`config.mk`:
```
export PLATFORM = sky130hd
export DESIGN_NAME = apb_txn_monitor
export DESIGN_NICKNAME = d
export VERILOG_FILES = /design/src/rtl/apb_txn_monitor.sv
export SDC_FILE = /design/constraint.sdc
export NUM_CORES = 1
export LEC_CHECK = 0
export CAP_MARGIN = 15
export CORE_MARGIN = 2
export CORE_UTILIZATION = 40
export CTS_CLUSTER_SIZE = 30
export DETAILED_ROUTE_END_ITERATION = 8
export PLACE_DENSITY = 0.69
export SKIP_LAST_GASP = 1
export SLEW_MARGIN = 20
export SYNTH_ARGS = -nofsm -noshare
export SYNTH_HDL_FRONTEND = slang
export SYNTH_SLANG_ARGS = --single-unit
```
`constraint.sdc`:
```
create_clock -name pclk -period 8.4 [get_ports pclk]
set_clock_uncertainty 0.05 [all_clocks]
set_input_delay 0.84 -clock pclk [delete_from_list [all_inputs] [get_ports pclk]]
set_output_delay 0.84 -clock pclk [all_outputs]
set_load 0.05 [all_outputs]
```
`src/rtl/apb_txn_monitor.sv`:
```
// Passive APB transfer monitor.
// Follows the setup/access handshake of one APB bus and records every completed
// transfer as {write, addr, data} in a first-word-fall-through FIFO that drains
// through a valid/ready port. Protocol violations raise a sticky error flag that
// keeps the code of the first violation. Records lost to a full FIFO are counted.
// The monitor only observes the bus and never drives it.

module apb_txn_monitor #(
    parameter int ADDR_W = 32,
    parameter int DATA_W = 32,
    parameter int DEPTH  = 8,
    parameter int CNT_W  = 8
) (
    input  logic                     pclk,
    input  logic                     preset_n,
    input  logic                     psel,
    input  logic                     penable,
    input  logic                     pwrite,
    input  logic [ADDR_W-1:0]        paddr,
    input  logic [DATA_W-1:0]        pwdata,
    input  logic [DATA_W-1:0]        prdata,
    input  logic                     pready,
    output logic                     rec_valid,
    input  logic                     rec_ready,
    output logic                     rec_write,
    output logic [ADDR_W-1:0]        rec_addr,
    output logic [DATA_W-1:0]        rec_data,
    output logic [$clog2(DEPTH):0]   fill_level,
    output logic                     proto_err,
    output logic [1:0]               err_code,
    input  logic                     err_clr,
    output logic [CNT_W-1:0]         ovf_cnt
);

    localparam int PTR_W = $clog2(DEPTH);
    localparam int REC_W = 1 + ADDR_W + DATA_W;
    localparam logic [PTR_W:0] FULL_LVL = (PTR_W+1)'(DEPTH);

    typedef enum logic [1:0] {
        IDLE   = 2'd0,
        SETUP  = 2'd1,
        ACCESS = 2'd2
    } state_t;

    state_t state;

    logic [ADDR_W-1:0] hold_addr;
    logic              hold_write;
    logic [DATA_W-1:0] hold_wdata;

    logic              bus_setup;
    logic              bus_match;
    logic              relatch;
    logic              complete;
    logic              err_hit;
    logic [1:0]        err_new;

    logic [REC_W-1:0]  mem [DEPTH];
    logic [PTR_W-1:0]  wr_ptr;
    logic [PTR_W-1:0]  rd_ptr;
    logic [PTR_W:0]    count_next;
    logic [REC_W-1:0]  push_rec;
    logic              pop;
    logic              full;
    logic              wr_en;
    logic              drop;

    // Decode the sampled bus against the current phase: completion, violation and re-latch.
    always_comb begin
        bus_setup = psel & ~penable;
        bus_match = psel & penable
                  & (paddr == hold_addr)
                  & (pwrite == hold_write)
                  & (~hold_write | (pwdata == hold_wdata));
        complete  = 1'b0;
        err_hit   = 1'b0;
        err_new   = 2'd0;
        relatch   = 1'b0;
        case (state)
            IDLE: begin
                relatch = bus_setup;
                if (psel & penable) begin
                    err_hit = 1'b1;
                    err_new = 2'd1;
                end
            end
            SETUP: begin
                if (bus_match) begin
                    complete = pready;
                end else begin
                    err_hit = 1'b1;
                    err_new = 2'd2;
                    relatch = bus_setup;
                end
            end
            ACCESS: begin
                if (bus_match) begin
                    complete = pready;
                end else begin
                    err_hit = 1'b1;
                    err_new = 2'd3;
                    relatch = bus_setup;
                end
            end
            default: begin
                complete = 1'b0;
            end
        endcase
    end

    // Protocol FSM: a failed check falls back to SETUP when a fresh setup is already on the bus.
    always_ff @(posedge pclk or negedge preset_n) begin
        if (!preset_n) begin
            state <= IDLE;
        end else begin
            case (state)
                IDLE: begin
                    if (bus_setup) state <= SETUP;
                end
                SETUP, ACCESS: begin
                    if (bus_match)      state <= pready ? IDLE : ACCESS;
                    else if (bus_setup) state <= SETUP;
                    else                state <= IDLE;
                end
                default: state <= IDLE;
            endcase
        end
    end

    // Capture address, direction and write data whenever a new setup phase begins.
    always_ff @(posedge pclk or negedge preset_n) begin
        if (!preset_n) begin
            hold_addr  <= '0;
            hold_write <= 1'b0;
            hold_wdata <= '0;
        end else if (relatch) begin
            hold_addr  <= paddr;
            hold_write <= pwrite;
            hold_wdata <= pwdata;
        end
    end

    // Sticky error: first code wins until cleared; a new error beats a simultaneous clear.
    always_ff @(posedge pclk or negedge preset_n) begin
        if (!preset_n) begin
            proto_err <= 1'b0;
            err_code  <= 2'd0;
        end else if (err_hit && (!proto_err || err_clr)) begin
            proto_err <= 1'b1;
            err_code  <= err_new;
        end else if (err_clr) begin
            proto_err <= 1'b0;
            err_code  <= 2'd0;
        end
    end

    // FIFO control: a full FIFO still accepts a push when the head leaves on the same edge.
    always_comb begin
        push_rec   = {hold_write, hold_addr, hold_write ? hold_wdata : prdata};
        pop        = rec_valid & rec_ready;
        full       = (fill_level == FULL_LVL);
        wr_en      = complete & (~full | pop);
        drop       = complete & full & ~pop;
        count_next = fill_level;
        if (wr_en && !pop)      count_next = fill_level + 1'b1;
        else if (!wr_en && pop) count_next = fill_level - 1'b1;
    end

    // Record storage, pointers, fill level and the registered valid flag.
    always_ff @(posedge pclk or negedge preset_n) begin
        if (!preset_n) begin
            for (int i = 0; i < DEPTH; i++) mem[i] <= '0;
            wr_ptr     <= '0;
            rd_ptr     <= '0;
            fill_level <= '0;
            rec_valid  <= 1'b0;
        end else begin
            if (wr_en) begin
                mem[wr_ptr] <= push_rec;
                wr_ptr      <= wr_ptr + 1'b1;
            end
            if (pop) rd_ptr <= rd_ptr + 1'b1;
            fill_level <= count_next;
            rec_valid  <= (count_next != '0);
        end
    end

    // Count records lost to a full FIFO, holding at the maximum value.
    always_ff @(posedge pclk or negedge preset_n) begin
        if (!preset_n) begin
            ovf_cnt <= '0;
        end else if (drop && (ovf_cnt != '1)) begin
            ovf_cnt <= ovf_cnt + 1'b1;
        end
    end

    assign {rec_write, rec_addr, rec_data} = mem[rd_ptr];

endmodule

```
==> qor.yml, run 1 <==
global_routing:
  grt_start_max_net_pins: 153
  antenna_found_initial: 0
  grt_pass1_wl_mm: 107.3
  grt_pass1_vias: 18098
  grt-ovfl-total: 0
  track_usage: 0.1937
logic_synthesis:
  synthSimpleGateAreaFrac: 0.05584
  async_flop_share: 1.000
  synth_xor_area_frac: 0.02404
  synth_flop_cell: "dfrtp_1"
  ys_warn_count: 0
  yosys-top-cells-area: "dfrtp_1 (54%), mux2_2 (12%), mux4_2 (10%)"
  synth_compound_area_frac: 0.05089
  synthMuxAreaShare: 0.2894
  yosysTopAreaCellShare: 0.5432
  syn_area_per_cell_sq_um: 13.62
  synth_fa_ha_area_frac: 0.004014
  synth_common_cells: "dfrtp_1 (609), mux2_2 (296), nor2_1 (171)"
  syn_inst: 2060
  synth_top_family_by_area: "multiplexers"
  yosysTopAreaCell: "dfrtp_1"
  post-synth-top-count-cell: "dfrtp_1"
  synth_edf_count: 0
  synth_nets: 2173
  ys_ff_latch: 609
  seq_area_frac_synth: 0.5432
  netlist_area_sq_um: 28060
  ys_types: 45
power:
  power.leakage_uw: 0.01512
  p_per_area_nw_per_um2: 235.9
  peakVddDrop_uv: 205.5
  power_uw: 7736
floorplan:
  die-area_sq_um: 72270
  die_h_um: 268.8
  core.rowCount: 97
  die_x_um: 268.8
  ios: 185
  initial_core_util: 0.4020
  core-area_sq_um: 69790
placement:
  post-place-cells: 3041
  io_buffers: 184
  place.gp.congestion: 0.7983
  dpl.hpwl_mm: 42.81
detailed_routing:
  ant_nets: 0
  avgViaCountPerCell: 5.435
  dr.pass1.iters: 5
  routed_wl_mm: 68.68
  drcViolationCount: 0
  drtIter0Drc: 1241
  vias: 17185
  wl_per_cell_um: 21.72
hold_path:
  hp-class: "in -> async"
cts:
  cts_resized: 0
  clockBufferDepth: 3
  tritoncts: "done"
  cts_inserted_buffers: 68
  cts.sinks: 609
  cts_setup_buffers: 0
  clock_latency_ps: 620
  postCtsHoldBufs: 0
  clk_pin_slew_worst_paths_ps: 60
  htree_levels: 3
  root_buffer: "clkbuf_16"
worst_setup_path:
  worstPathRequired_ps: 8800
  cp-start-kind: "input port"
  critPathKind: "in -> reg"
  worst_ep_arrival_time_ps: 5960
  crit_path_max_fanout: 54
  end_kind: "register"
timing:
  whs_ps: 224.4
  hold_violations: 0
  slew_headroom: 0.2587
  setup_tns_ps: 0
  fmax_mhz: 179.6
  rsz0062_at_grt: "no"
  min_period_ps: 5566
  worstMarginPinSlew_ps: 1103
  drv_slew: 0
  finalSetupViolCount: 0
  post-route-period-util: 0.6627
final_layout:
  area_growth_pct: 16.86
  antenna-diode-count: 0
  layout.cells.non_filler: 3162
  fin_nets: 2285
  drive_gt1_frac: 0.3024
job:
  drv_cap: 0
status:
  outcome: "finished clean"
[placed cells by master, fill, tap and decap left out, types with 20 or more instances in the layout]
| master | synthesis | layout |
|---|---|---|
| nand2_1 | 111 | 111 |
| mux2_4 | 99 | 99 |
| dfrtp_1 | 609 | 605 |
| clkdlybuf4s50_1 | 0 | 183 |
| nor4_1 | 21 | 20 |
| mux4_2 | 130 | 130 |
| mux2i_1 | 36 | 36 |
| a21oi_1 | 165 | 165 |
| mux2_2 | 296 | 296 |
| o21ai_1 | 90 | 90 |
| clkbuf_8 | 0 | 20 |
| xor2_1 | 63 | 63 |
| nor2_1 | 171 | 171 |
| clkbuf_16 | 0 | 69 |
[metrics by stage]
step	area [sq um]	setup slack [ps]	util
final	32790	2834	0.4698
after global routing	32790	2628	0.4698
after CTS	32760	2748	0.4695
after detailed placement	30480	2083	0.4368
after global placement	30480	1964	0.4367
after floorplan	28060	5049	-
[sequential cells by signal (all words and copies together) (netlist names)]
name,count
fill_level,4
hold_wdata,32
hold_addr,32
mem,520
rec_valid,1
state,2
rd_ptr,3
err_code,2
proto_err,1
hold_write,1
wr_ptr,3
ovf_cnt,8
[metal layers]
| metal | vias up | track usage | routed length (um) |
|---|---|---|---|
| met5 | - | 0 | 0 |
| met4 | 0 | 0.05616 | 1647 |
| met3 | 107 | 0.03799 | 3734 |
| met2 | 459 | 0.3098 | 32850 |
| met1 | 9014 | 0.2691 | 30440 |
| li1 | 7605 | - | - |
[area by class of cell]
cell class,instances,area (sq um)
Timing Repair Buffer,209,2113
Clock buffer,107,2069
Clock inverter,13,211.5
Fill cell,6008,37000
Inverter,7,26.28
Multi-Input combinational cell,1277,11940
Sequential cell,609,15250
Tap cell,940,1176
[critical path, stage by stage]
cell and delay [ps]:
clkdlybuf4s50_1 450, xor2_1 230, nor4_1 850, nand4_1 200, nor4_1 940, o2111ai_2 590
nor4_4 430, buf_4 630, buf_4 600, a21oi_1 160
[power by group]
group / total (uW) / internal, uW / switching [uW] / leakage (uW)
logic: 1340 / 569 / 768 / 0.00567
clock network: 3010 / 1800 / 1210 / 0.00112
registers: 3390 / 3040 / 343 / 0.00833
[cells by family (layout without fill, tap and decap cells)]
logic type,count (synthesis),in the layout
AOI/OAI and AO/OA,277,277
xor gates and xnor gates,77,77
adders and majority gates,9,9
buffers and inverters,174,336
DFF,609,609
muxes,562,562
and+or+nand+nor,352,352
[final timing paths]
kind	startpoint	to	slack, ps	depth (start not counted)
min in group pclk	mem[79]	mem[79]	430	2
worst max-delay path	pwdata[11]	mem[355]	2830	10
worst max register to register	hold_wdata[11]	mem[355]	3120	9
worst min register to register	mem[79]	mem[79]	430	2
worst min-delay path	preset_n	mem[175]	220	1
max in group asynchronous	preset_n	mem[343]	6090	3
(Power assumes the default switching activity.)
==> run 2: changes to the inputs <==
- PLACE_DENSITY: 0.69 -> 0.71
- clock period: 8.4 -> 4.52 ns (I/O delays scaled with it)
==> qor.yml, run 2 (same netlist as run 1, synthesis figures left out) <==
final_layout:
  top_register: "mem"
  drive_gt1_frac: 0.3193
  largest_reg_flops: 520
  largestRegisters: "mem: 520 flops, hold_addr: 32 flops, hold_wdata: 32 flops"
  fin_nets: 2332
  area_growth_pct: 20.03
  antenna-diode-count: 0
  final_cell_mix: "dfrtp_1 (605), mux2_2 (296), clkdlybuf4s50_1 (183)"
  post-route-cell-area_sq_um: 33680
  final_common_cell: "dfrtp_1"
floorplan:
  die_x_um: 268.8
  ios: 185
  core.rowCount: 97
  initial_core_util: 0.4020
  core-area_sq_um: 69790
  die_h_um: 268.8
  die-area_sq_um: 72270
global_routing:
  track_usage: 0.1940
  antenna_found_initial: 0
  grt_pass1_wl_mm: 108.1
  busiest_layer: "met2"
  grt-ovfl-total: 0
  grt_pass1_vias: 18812
  globalRouteMet3Util: 0.03772
  grt_start_max_net_pins: 115
  grt_use_met2: 0.3181
  met1_usage: 0.2630
placement:
  place.gp.congestion: 0.7891
  dp_worst_setup_slack_ps: 64.30
  io_buffers: 184
  dpl.hpwl_mm: 44.13
  place_area_sq_um: 31180
timing:
  post-route-period-util: 0.8717
  fmax_mhz: 253.8
  min_period_ps: 3940
  slew_headroom: 0.2650
  worstMarginPinSlew_ps: 1072
  fin_ws_ps: 579.9
  finalSetupViolCount: 0
  setup_tns_ps: 0
  hold_violations: 0
  drv_slew: 0
  rsz0062_at_grt: "no"
worst_setup_path:
  r2r-end: "mem[346]"
  crit_buf_inv: 2
  r2r_cells: 11
  cp-start-kind: "register"
  r2r_slack_ps: 640
  slowest_stage: "dfrtp_4"
  worstPathRequired_ps: 4020
  path_cells: "buf_4 -> mux4_2 -> mux2_2 -> clkdlybuf4s50_1"
  crit_path_max_fanout: 26
  regToRegStartpoint: "hold_wdata[9]"
  slowest_delay_ps: 820
  worst_ep_arrival_time_ps: 3440
  critPathKind: "reg -> out"
  end_kind: "output pin"
  crit_family: "buffers and inverters"
hold_path:
  min-delay-start: "mem[87]"
  hold_path_depth: 2
  holdPathEnd: "mem[87]"
  hp-class: "reg -> reg"
power:
  p_per_area_nw_per_um2: 442.0
  power_uw: 14890
  power.leakage_uw: 0.01554
  peakVddDrop_uv: 286.1
cts:
  clockBufferDepth: 3
  cts_inserted_buffers: 69
  htree_levels: 3
  root_buffer: "clkbuf_16"
  cts_resized: 0
  clock_latency_ps: 610
  cts.sinks: 609
  tritoncts: "done"
  clk_pin_slew_worst_paths_ps: 60
  cts_setup_buffers: 0
detailed_routing:
  vias: 17672
  drcViolationCount: 0
  wl_per_cell_um: 21.52
  dr.pass1.iters: 5
  routed_wl_mm: 69.16
  ant_nets: 0
  avgViaCountPerCell: 5.498
  drtIter0Drc: 1219
status:
  outcome: "finished clean"
job:
  drv_cap: 0
==> run 2: final cells by class <==
cell class                      instances  area [sq um]
Timing Repair Buffer                  255          2808
Fill cell                            5869         36110
Clock inverter                         26         446.7
Tap cell                              940          1176
Clock buffer                          100          2036
Inverter                                7         26.28
Sequential cell                       609         15250
Multi-Input combinational cell       1277         11930
==> run 2: worst max-delay path by stage <==
| stage | startpoint | to | slack [ps] | cells past startpoint |
|---|---|---|---|---|
| after floorplan | pwdata[3] | mem[103] | 1560 | 9 |
| after global placement | pwdata[11] | mem[375] | -2 | 12 |
| after detailed placement | pwdata[11] | mem[346] | 60 | 12 |
| after CTS | rd_ptr[0] | rec_data[31] | 490 | 4 |
| after global routing | hold_wdata[9] | mem[343] | 370 | 11 |
| final | rd_ptr[0] | rec_data[31] | 580 | 4 |
==> run 2: worst min-delay path, cell delays in order (launching register included) <==
cell and delay [ps]:
dfrtp_1 340, nand2_1 50, o21ai_1 60
==> run 2: repair_timing <==
item                                    4_1_cts  5_1_grt
hold endpoints to repair                    103        0
endpoints found under the setup margin        0        0
hold buffers                                  1        0
==> run 2: stage by stage <==
step	instances	util	hold WS, ps
2_1_floorplan	2060	-	106.4
3_3_place_gp	3087	0.4468	406.0
3_5_place_dp	3087	0.4468	420.6
4_1_cts	3214	0.4826	433.2
5_1_grt	3214	0.4826	447.0
6_report	3214	0.4826	431.9
==> run 2: power breakdown <==
part           internal (uW)  switching, uW
clock                   3680           2310
sequential              5660            602
combinational           1150           1490
total                  10500           4400
==> run 2: layer usage <==
metal / routed length, um / share of wire / vias up
li1: - / - / 7708
met1: 29840 / 0.43 / 9340
met2: 33780 / 0.49 / 506
met3: 3993 / 0.058 / 118
met4: 1547 / 0.022 / 0
met5: 0 / 0 / -
